`src/rtl/primecheck_pkg.sv`:
```
// Shared definitions for the primality checker: FSM state encoding and loop constants.
package primecheck_pkg;

    typedef enum logic [2:0] {
        S_READY        = 3'd0,
        S_ERROR        = 3'd1,
        S_CHECK_SMALL  = 3'd2,
        S_NEXT_DIVISOR = 3'd3,
        S_DIVIDE_START = 3'd4,
        S_DIVIDE_WAIT  = 3'd5
    } state_e;

    // Trial division starts at 3; its square seeds the termination test.
    localparam int FIRST_DIV    = 3;
    localparam int FIRST_DIV_SQ = 9;

endpackage

```
`src/rtl/primecheck_divrem.sv`:
```
// Bit-serial restoring divider producing the remainder of dividend/divisor in WIDTH cycles.
module primecheck_divrem #(
    parameter  int WIDTH_LOG = 4,
    localparam int W         = 1 << WIDTH_LOG
) (
    input  logic         clk_i,
    input  logic         rst_i,
    input  logic         go_i,
    input  logic [W-1:0] dividend_i,
    input  logic [W-1:0] divisor_i,
    output logic         ready_o,
    output logic         error_o,
    output logic [W-1:0] rem_o
);

    logic               busy_q, busy_d;
    logic               err_q, err_d;
    logic [WIDTH_LOG:0] cnt_q, cnt_d;
    logic [W-1:0]       dvd_q, dvd_d;
    logic [W-1:0]       dvs_q, dvs_d;
    logic [W-1:0]       rem_q, rem_d;
    logic [W:0]         trial;

    always_comb begin
        busy_d = busy_q;
        err_d  = err_q;
        cnt_d  = cnt_q;
        dvd_d  = dvd_q;
        dvs_d  = dvs_q;
        rem_d  = rem_q;
        trial  = {rem_q, dvd_q[W-1]};
        if (!busy_q) begin
            if (go_i) begin
                if (divisor_i == '0) begin
                    err_d = 1'b1;
                end else begin
                    busy_d = 1'b1;
                    err_d  = 1'b0;
                    cnt_d  = (WIDTH_LOG+1)'(W);
                    dvd_d  = dividend_i;
                    dvs_d  = divisor_i;
                    rem_d  = '0;
                end
            end
        end else begin
            // One quotient bit per cycle; only the partial remainder is kept.
            dvd_d = dvd_q << 1;
            if (trial >= {1'b0, dvs_q}) rem_d = W'(trial - {1'b0, dvs_q});
            else                        rem_d = trial[W-1:0];
            cnt_d = cnt_q - 1'b1;
            if (cnt_q == (WIDTH_LOG+1)'(1)) busy_d = 1'b0;
        end
    end

    always_ff @(posedge clk_i or posedge rst_i) begin
        if (rst_i) begin
            busy_q <= 1'b0;
            err_q  <= 1'b0;
            cnt_q  <= '0;
            dvd_q  <= '0;
            dvs_q  <= '0;
            rem_q  <= '0;
        end else begin
            busy_q <= busy_d;
            err_q  <= err_d;
            cnt_q  <= cnt_d;
            dvd_q  <= dvd_d;
            dvs_q  <= dvs_d;
            rem_q  <= rem_d;
        end
    end

    assign ready_o = ~busy_q;
    assign error_o = err_q;
    assign rem_o   = rem_q;

endmodule

```
`src/rtl/primecheck.sv`:
```
// Primality checker: resolves small/even operands directly, otherwise trial-divides by odd
// divisors up to sqrt(num) using the serial divider.
module primecheck
    import primecheck_pkg::*;
#(
    parameter  int WIDTH_LOG = 4,
    localparam int WIDTH     = 1 << WIDTH_LOG
) (
    input  logic             clk,
    input  logic             rst,
    input  logic             go,
    input  logic [WIDTH-1:0] num,
    output logic             ready,
    output logic             error,
    output logic             prime,
    output logic [WIDTH-1:0] factor
);

    state_e           state_q, state_d;
    logic [WIDTH-1:0] num_q, num_d;
    logic [WIDTH-1:0] div_q, div_d;
    logic [WIDTH-1:0] sq_q, sq_d;
    logic             ready_q, ready_d;
    logic             error_q, error_d;
    logic             prime_q, prime_d;
    logic [WIDTH-1:0] factor_q, factor_d;
    logic             dr_go, dr_ready, dr_error;
    logic [WIDTH-1:0] dr_rem;

    // (d+2)^2 = d^2 + 4d + 4; a wrapped sum saturates so the loop ends as prime.
    function automatic logic [WIDTH-1:0] sq_step(input logic [WIDTH-1:0] sq,
                                                 input logic [WIDTH-1:0] d);
        logic [WIDTH-1:0] nxt;
        nxt = sq + (d << 2) + WIDTH'(4);
        return (nxt <= sq) ? '1 : nxt;
    endfunction

    primecheck_divrem #(.WIDTH_LOG(WIDTH_LOG)) u_divrem (
        .clk_i      (clk),
        .rst_i      (~rst),
        .go_i       (dr_go),
        .dividend_i (num_q),
        .divisor_i  (div_q),
        .ready_o    (dr_ready),
        .error_o    (dr_error),
        .rem_o      (dr_rem)
    );

    always_comb begin
        state_d  = state_q;
        num_d    = num_q;
        div_d    = div_q;
        sq_d     = sq_q;
        error_d  = error_q;
        prime_d  = prime_q;
        factor_d = factor_q;
        dr_go    = 1'b0;
        case (state_q)
            S_READY, S_ERROR: begin
                if (go) begin
                    num_d   = num;
                    error_d = 1'b0;
                    state_d = S_CHECK_SMALL;
                end
            end
            S_CHECK_SMALL: begin
                state_d = S_READY;
                if (num_q < WIDTH'(2)) begin
                    prime_d  = 1'b0;
                    factor_d = '0;
                end else if (num_q < WIDTH'(4)) begin
                    prime_d  = 1'b1;
                    factor_d = num_q;
                end else if (!num_q[0]) begin
                    prime_d  = 1'b0;
                    factor_d = WIDTH'(2);
                end else begin
                    div_d   = WIDTH'(FIRST_DIV);
                    sq_d    = WIDTH'(FIRST_DIV_SQ);
                    state_d = S_NEXT_DIVISOR;
                end
            end
            S_NEXT_DIVISOR: begin
                if (sq_q > num_q || &sq_q) begin
                    prime_d  = 1'b1;
                    factor_d = num_q;
                    state_d  = S_READY;
                end else begin
                    dr_go   = 1'b1;
                    state_d = S_DIVIDE_START;
                end
            end
            S_DIVIDE_START: state_d = S_DIVIDE_WAIT;
            S_DIVIDE_WAIT: begin
                if (dr_error) begin
                    error_d  = 1'b1;
                    prime_d  = 1'b0;
                    factor_d = '0;
                    state_d  = S_ERROR;
                end else if (dr_ready) begin
                    if (dr_rem == '0) begin
                        prime_d  = 1'b0;
                        factor_d = div_q;
                        state_d  = S_READY;
                    end else begin
                        div_d   = div_q + WIDTH'(2);
                        sq_d    = sq_step(sq_q, div_q);
                        state_d = S_NEXT_DIVISOR;
                    end
                end
            end
            default: begin
`ifdef SYNTHESIS
                state_d = S_READY;
`else
                state_d = state_e'('x);
`endif
            end
        endcase
        ready_d = (state_d == S_READY) || (state_d == S_ERROR);
    end

    always_ff @(posedge clk or negedge rst) begin
        if (!rst) begin
            state_q  <= S_READY;
            num_q    <= '0;
            div_q    <= '0;
            sq_q     <= '0;
            ready_q  <= 1'b1;
            error_q  <= 1'b0;
            prime_q  <= 1'b0;
            factor_q <= '0;
        end else begin
            state_q  <= state_d;
            num_q    <= num_d;
            div_q    <= div_d;
            sq_q     <= sq_d;
            ready_q  <= ready_d;
            error_q  <= error_d;
            prime_q  <= prime_d;
            factor_q <= factor_d;
        end
    end

    always_ff @(posedge clk) begin
        if (rst && dr_go) assert (div_q != '0) else $error("divider started with zero divisor");
    end

    assign ready  = ready_q;
    assign error  = error_q;
    assign prime  = prime_q;
    assign factor = factor_q;

endmodule
```
`config.mk`:
```
export PLATFORM = sky130hd
export DESIGN_NAME = primecheck
export DESIGN_NICKNAME = d
export VERILOG_FILES = /design/src/rtl/primecheck_pkg.sv /design/src/rtl/primecheck_divrem.sv /design/src/rtl/primecheck.sv
export SDC_FILE = /design/constraint.sdc
export NUM_CORES = 1
export LEC_CHECK = 0
export CORE_UTILIZATION = 41
export CTS_CLUSTER_SIZE = 16
export DETAILED_ROUTE_END_ITERATION = 10
export PLACE_DENSITY = 0.61
export SLEW_MARGIN = 20
export SYNTH_ARGS = -nofsm -noshare
export SYNTH_HDL_FRONTEND = slang
export SYNTH_HIERARCHICAL = 1
export SYNTH_SLANG_ARGS = --single-unit
```
`constraint.sdc`:
```
create_clock -name clk -period 4.9 [get_ports clk]
set_clock_uncertainty 0.05 [all_clocks]
set_input_delay 0.735 -clock clk [delete_from_list [all_inputs] [get_ports clk]]
set_output_delay 0.735 -clock clk [all_outputs]
set_load 0.02 [all_outputs]
```
**Yosys cells after proc, flatten, opt, wreduce, memory -nomap -nowiden**

Index checks and enable logic that the tools add are counted.

- Memories kept: 0
- Bits in registers: 125
- Bits in writable memories: 0
- Word-level logic and storage cells: 125
- Input bits: 19
- Latch bits: 0
- Output and inout bits: 19
- Memory bits (read-only): 0

- Add/sub/neg operators: 5
- Divide/modulo/power cells: 0
- $mul: 0
- Equal/unequal tests: 20
- Magnitude comparators: 5
- Mux-type cells: 60
- Reductions and logical operators: 19
- Shift-type cells: 0
- Bitwise logic cells: 2

Operator list:

| kind | number |
|---|---|
| 2-to-1 mux 16 bit | 27 |
| one-hot mux 16 bit (2 select lines) | 2 |
| one-hot mux 16 bit (3 select lines) | 1 |
| logical NOT 16 bit | 2 |
| greater-or-equal comparator 17 x 16 -> 1 bit | 1 |
| adder 16 bit | 1 |
| adder 16 x 2 -> 16 bit (second input constant) | 1 |
| adder 16 x 3 -> 16 bit (second input constant) | 1 |
| greater-than comparator 16 bit | 1 |
| less-or-equal comparator 16 bit | 1 |
| < comparator 16 x 2 -> 1 bit (second input constant) | 1 |
| < comparator 16 x 3 -> 1 bit (second input constant) | 1 |
| 2-to-1 mux 1 bit | 16 |
| inequality test 2 bit (second input constant) | 8 |
| AND reduction 16 bit | 1 |
| subtractor 16 bit | 1 |
| 2-to-1 mux 5 bit | 3 |
| one-hot mux 3 bit (5 select lines) | 1 |
| 2-to-1 mux 3 bit | 4 |
| 2-to-1 mux 2 bit | 4 |
| AND reduction 7 bit | 1 |
| == test 3 x 1 -> 1 bit (second input constant) | 2 |
| == test 3 x 2 -> 1 bit (second input constant) | 2 |
| == test 3 bit (second input constant) | 2 |
| 17 further kinds | 26 |

**Logic depth before layout (Yosys ltp)**

- Word-level depth: 8
- Gate-level depth with buffers: 20
- Gate-level depth less buffers: 19

**Hierarchy**

Netlist, hierarchy kept.

By module, submodules not included:

| module | area each (sq um) | sequential area each (sq um) | cells each | times used |
|---|---|---|---|---|
| primecheck | 5,057.4 | 1,752.9 | 556 | 1 |
| primecheck_divrem | 3,204.3 | 1,376.3 | 340 | 1 |

**Worst setup path before layout**

Ideal clock, no wire load.

- Path kind: register -> register
- Start: register div_q[1]
- End: register sq_q[15]
- Arrival: 3,719 ps
- Clock period less this slack: 3,856 ps
- Setup slack: 1,044 ps
- Setup time: 87 ps
- Stages on the path, launching flop included: 17
- Data required time: 4,763 ps
- Buffers on the path: 1
- Cell sequence: dfrtp_1 ha_1 ha_1 inv_1 fa_1 nor2b_1 o31ai_2 a211oi_1 o31ai_1 xnor2_1 xnor2_1 ha_1 a211o_1 o31ai_1 clkbuf_1 nand2_1 o211ai_1

- Longest elaborated chain between the ends: 8

RTL lines:

| element | RTL line | source |
|---|---|---|
| start, declared | primecheck.sv:21 | `logic [WIDTH-1:0] div_q, div_d;` |
| start signal, assigned | primecheck.sv:136 | `div_q <= div_d;` |
| adder 16 bit * | primecheck.sv:34 | `nxt = sq + (d << 2) + WIDTH'(4);` |
| adder 16 x 3 -> 16 bit * | primecheck.sv:34 |  |
| less-or-equal comparator 16 bit | primecheck.sv:35 | `return (nxt <= sq) ? '1 : nxt;` |
| 2-to-1 mux 16 bit * | primecheck.sv:35 |  |
| 2-to-1 mux 16 bit * | primecheck.sv:101 | `if (dr_rem == '0) begin` |
| 2-to-1 mux 16 bit * | primecheck.sv:100 | `end else if (dr_ready) begin` |
| 2-to-1 mux 16 bit * | primecheck.sv:95 | `if (dr_error) begin` |
| one-hot mux 16 bit (2 select lines) * | primecheck.sv:58 | `case (state_q)` |
| end signal, assigned | primecheck.sv:137 | `sq_q <= sq_d;` |
| end, declared | primecheck.sv:22 | `logic [WIDTH-1:0] sq_q, sq_d;` |

Every way passes the cells marked *; elsewhere a longest branch is shown, timed or not. The select of a mux whose other input is x is not followed.
A chain may end at the register's enable or synchronous reset.

**Worst setup path after layout**

- Start: register div_q[1]
- End: register sq_q[3]

Same word-level chain as after synthesis.

==> impl_metrics.yaml <==
clocking:
  numClockSinks: 125
  ctsResizeCount: 0
  post_cts_buffers: 0
  cts_tree: "done"
  clk_pin_slew_worst_paths_ns: 0.06
  cts_hold_buf: 0
  clockBufferDepth: 2
  insertion_delay_ns: 0.42
  cts_max_level: 4
  cts-root-buf: "clkbuf_16"
  cts_made_buffers: 17
detailed_routing:
  vias: 6989
  wl_per_cell_um: 19.13
  drt-total-wl_mm: 23.01
  ant_nets: 0
  drt_pass1_iterations: 5
  vias_per_cell: 5.810
  drtIter0Drc: 632
  drc: 0
finish:
  multiInputGateArea_mm2: 0.004688
  syn2layout_area_growth_pct: 14.05
  fin_area_mm2: 0.009423
  final_util_pct: 48.10
  layout_common_cells: "dfrtp_1 (124), ha_1 (74), nor2_1 (73)"
  drive_gt1_share_pct: 10.77
  fill_cells: 1890
  seq_area_mm2: 0.003129
  layout_commonest_cell: "dfrtp_1"
  insertedDiodeCount: 0
  fin_nets: 1022
yosys:
  ys_seq_area_share_pct: 37.88
  synthesis.nets: 991
  synth.avg_cell_area_um2: 9.221
  synth-edff-count: 0
  ys.flop_type: "dfrtp_1"
  synthArstFlopShare_pct: 100.0
  synth-seq-cells: 125
  syn_inst: 896
  yosysWarnings: 6
  synth.distinct_cells: 73
  syn_area_mm2: 0.008262
grt:
  grt_antenna_before_repair: 0
  track_usage_pct: 23.44
  grt_max_degree: 63
  overflow: 0
  grt_first_pass_wirelength_mm: 36.70
  grt_pass1_vias: 6727
critical_path:
  cpLargestDelayFamily: "adder cells"
  crit_required_ns: 5.19
  cp_num_buf_inv: 2
  max_stage_delay_ns: 0.48
  worstPathMaxFanout: 15
  crit_chain: "ha_1 > ha_1 > inv_1 > fa_1 > nor2b_1 > o31ai_2 > a211oi_1 > o31ai_1 > xnor2_1 > xnor2_1 > ha_1 > a211o_1 > o31ai_1 > buf_4 > nor3_1 > o21ai_0"
  worstSetupPathType: "reg2reg"
  critPathCaptureType: "register"
  cp_slowest_cell: "dfrtp_1"
  arrival_ns: 4.27
  crit_path_start_kind: "register"
  crit_top_cell: "ha_1"
placed_design:
  gp_congestion: 0.9261
  place_area_mm2: 0.008885
  dp_hpwl_mm: 16.62
  pre_cts_ws_ns: 0.9655
  port-buffer-count: 37
outcome:
  outcome: "complete, no violations"
worst_hold_path:
  hp-class: "in2async"
die:
  die_w_um: 144.0
  initial_utilization_pct: 42.17
  design.portCount: 38
  rows: 51
  core-area_mm2: 0.01959
  die_h_um: 144.0
  dieArea_mm2: 0.02072
power:
  p_leak_nw: 4.136
  ir_drop_uv: 741.2
  power_density_mw_per_mm2: 660.0
sta:
  finalSetupTns_ns: 0
  grt_setup_unrepaired: "false"
  post-route-min-period_ns: 3.981
  maxSlewHeadroom_pct: 29.92
  slew_viol_final: 0
  fin_crit_sh_pct: 81.24
  setup_ws_ns: 0.9194
  timing.fmax_mhz: 251.2
  tightest_slew_ns: 1.050
  setup_violations: 0
  finalHoldViolCount: 0
job:
  drv_cap: 0
state kept, by name (all words and copies together) (netlist names):
register and count:
error 1, u_divrem/rem_o 16, u_divrem/busy_q 1, u_divrem/error_o 1
ready 1, sq_q 16, num_q 16, u_divrem/dvs_q 16
state_q 3, factor 16, prime 1, u_divrem/dvd_q 16
u_divrem/cnt_q 5, div_q 16
worst register-to-register path, delay by kind of cell (launching register included):
family                     cells  cell delay (ns)
DFF                            1             0.48
AOI/OAI and AO/OA              6             1.14
buffers and inverters          2             0.32
adders and majority gates      4             1.21
xor gates and xnor gates       2             0.44
and+or+nand+nor                2             0.25
layout make-up:
class	instances	area share [%]
Clock buffer	21	4.674
Clock inverter	9	1.036
Tap cell	265	3.519
Timing Repair Buffer	51	5.019
Inverter	70	2.788
Multi-Input combinational cell	662	49.75
Sequential cell	125	33.21
path summary, 6_finish.rpt:
| path | from | end | slack, ns | depth (start not counted) |
|---|---|---|---|---|
| min in group clk | u_divrem/cnt_q[4] | u_divrem/cnt_q[4] | 0.43 | 1 |
| max in group asynchronous | rst | u_divrem/dvs_q[15] | 3.48 | 4 |
| min reg2reg | u_divrem/cnt_q[4] | u_divrem/cnt_q[4] | 0.43 | 1 |
| min | rst | factor[15] | 0.08 | 1 |
| max reg2reg | div_q[1] | sq_q[3] | 0.92 | 16 |
| max | div_q[1] | sq_q[3] | 0.92 | 16 |
report_power, final:
group | switching, mW | internal, mW | total [mW] | leakage, nW
Sequential | 0.458 | 1.37 | 1.83 | 1.59
Clock | 0.461 | 0.736 | 1.20 | 0.266
Combinational | 1.89 | 1.30 | 3.19 | 2.28
Total | 2.81 | 3.41 | 6.22 | 4.14
cell usage after synthesis (8+ instances only):
| cell type | number | area share, % |
|---|---|---|
| or2_2 | 10 | 0.76 |
| dfrtp_1 | 124 | 38 |
| nor3_1 | 11 | 0.67 |
| ha_1 | 74 | 11 |
| nor2_1 | 75 | 3.4 |
| nand2_1 | 58 | 2.6 |
| a21oi_1 | 41 | 2.5 |
| xnor2_1 | 23 | 2.4 |
| nand4_1 | 14 | 1.1 |
| o21ai_0 | 62 | 3.8 |
| nand3_1 | 40 | 2.4 |
| o21ai_1 | 8 | 0.48 |
| nand2b_1 | 14 | 1.1 |
| o221a_2 | 9 | 1.2 |
| a211oi_1 | 14 | 1.3 |
| buf_2 | 9 | 0.55 |
| nor4_1 | 12 | 0.91 |
| inv_1 | 70 | 3.2 |
| mux2_2 | 16 | 2.2 |
| o21a_1 | 8 | 0.73 |
| clkbuf_1 | 23 | 1.0 |
| xor2_1 | 13 | 1.4 |
| a22o_1 | 18 | 1.9 |
| o22ai_1 | 25 | 1.9 |
| a21o_1 | 8 | 0.73 |
| o31ai_1 | 16 | 1.5 |
through the flow:
step / instances / power, mW / hold slack [ns]
global placement: 1173 / 4.966 / 0.4131
floorplan: 896 / 4.035 / 0.3894
CTS: 1203 / 6.217 / 0.07178
detailed placement: 1173 / 4.998 / 0.4191
finish: 1203 / 6.219 / 0.07981
global route: 1203 / 6.700 / 0.07663
metal layers:
layer / part of all wire (%) / GRT usage [%] / routed length [um]
met1: 47 / 33.09 / 10840
met2: 46 / 36.38 / 10700
met3: 4.7 / 3.999 / 1086
met4: 1.7 / 7.167 / 384
met5: 0 / 0 / 0
cell families (layout without fill, tap and decap cells):
| logic type | count (synthesis) | after routing | synth area share [%] |
|---|---|---|---|
| AO/OA/AOI/OAI | 258 | 258 | 21.49 |
| XOR/XNOR | 36 | 36 | 3.816 |
| adder cells (fa/ha/maj) | 76 | 76 | 11.69 |
| buffers and inverters | 109 | 151 | 5.482 |
| flip-flops | 125 | 125 | 37.88 |
| multiplexers | 25 | 25 | 3.635 |
| AND/OR/NAND/NOR | 267 | 267 | 16.01 |
Note: power is estimated with default switching activity, not from simulation.
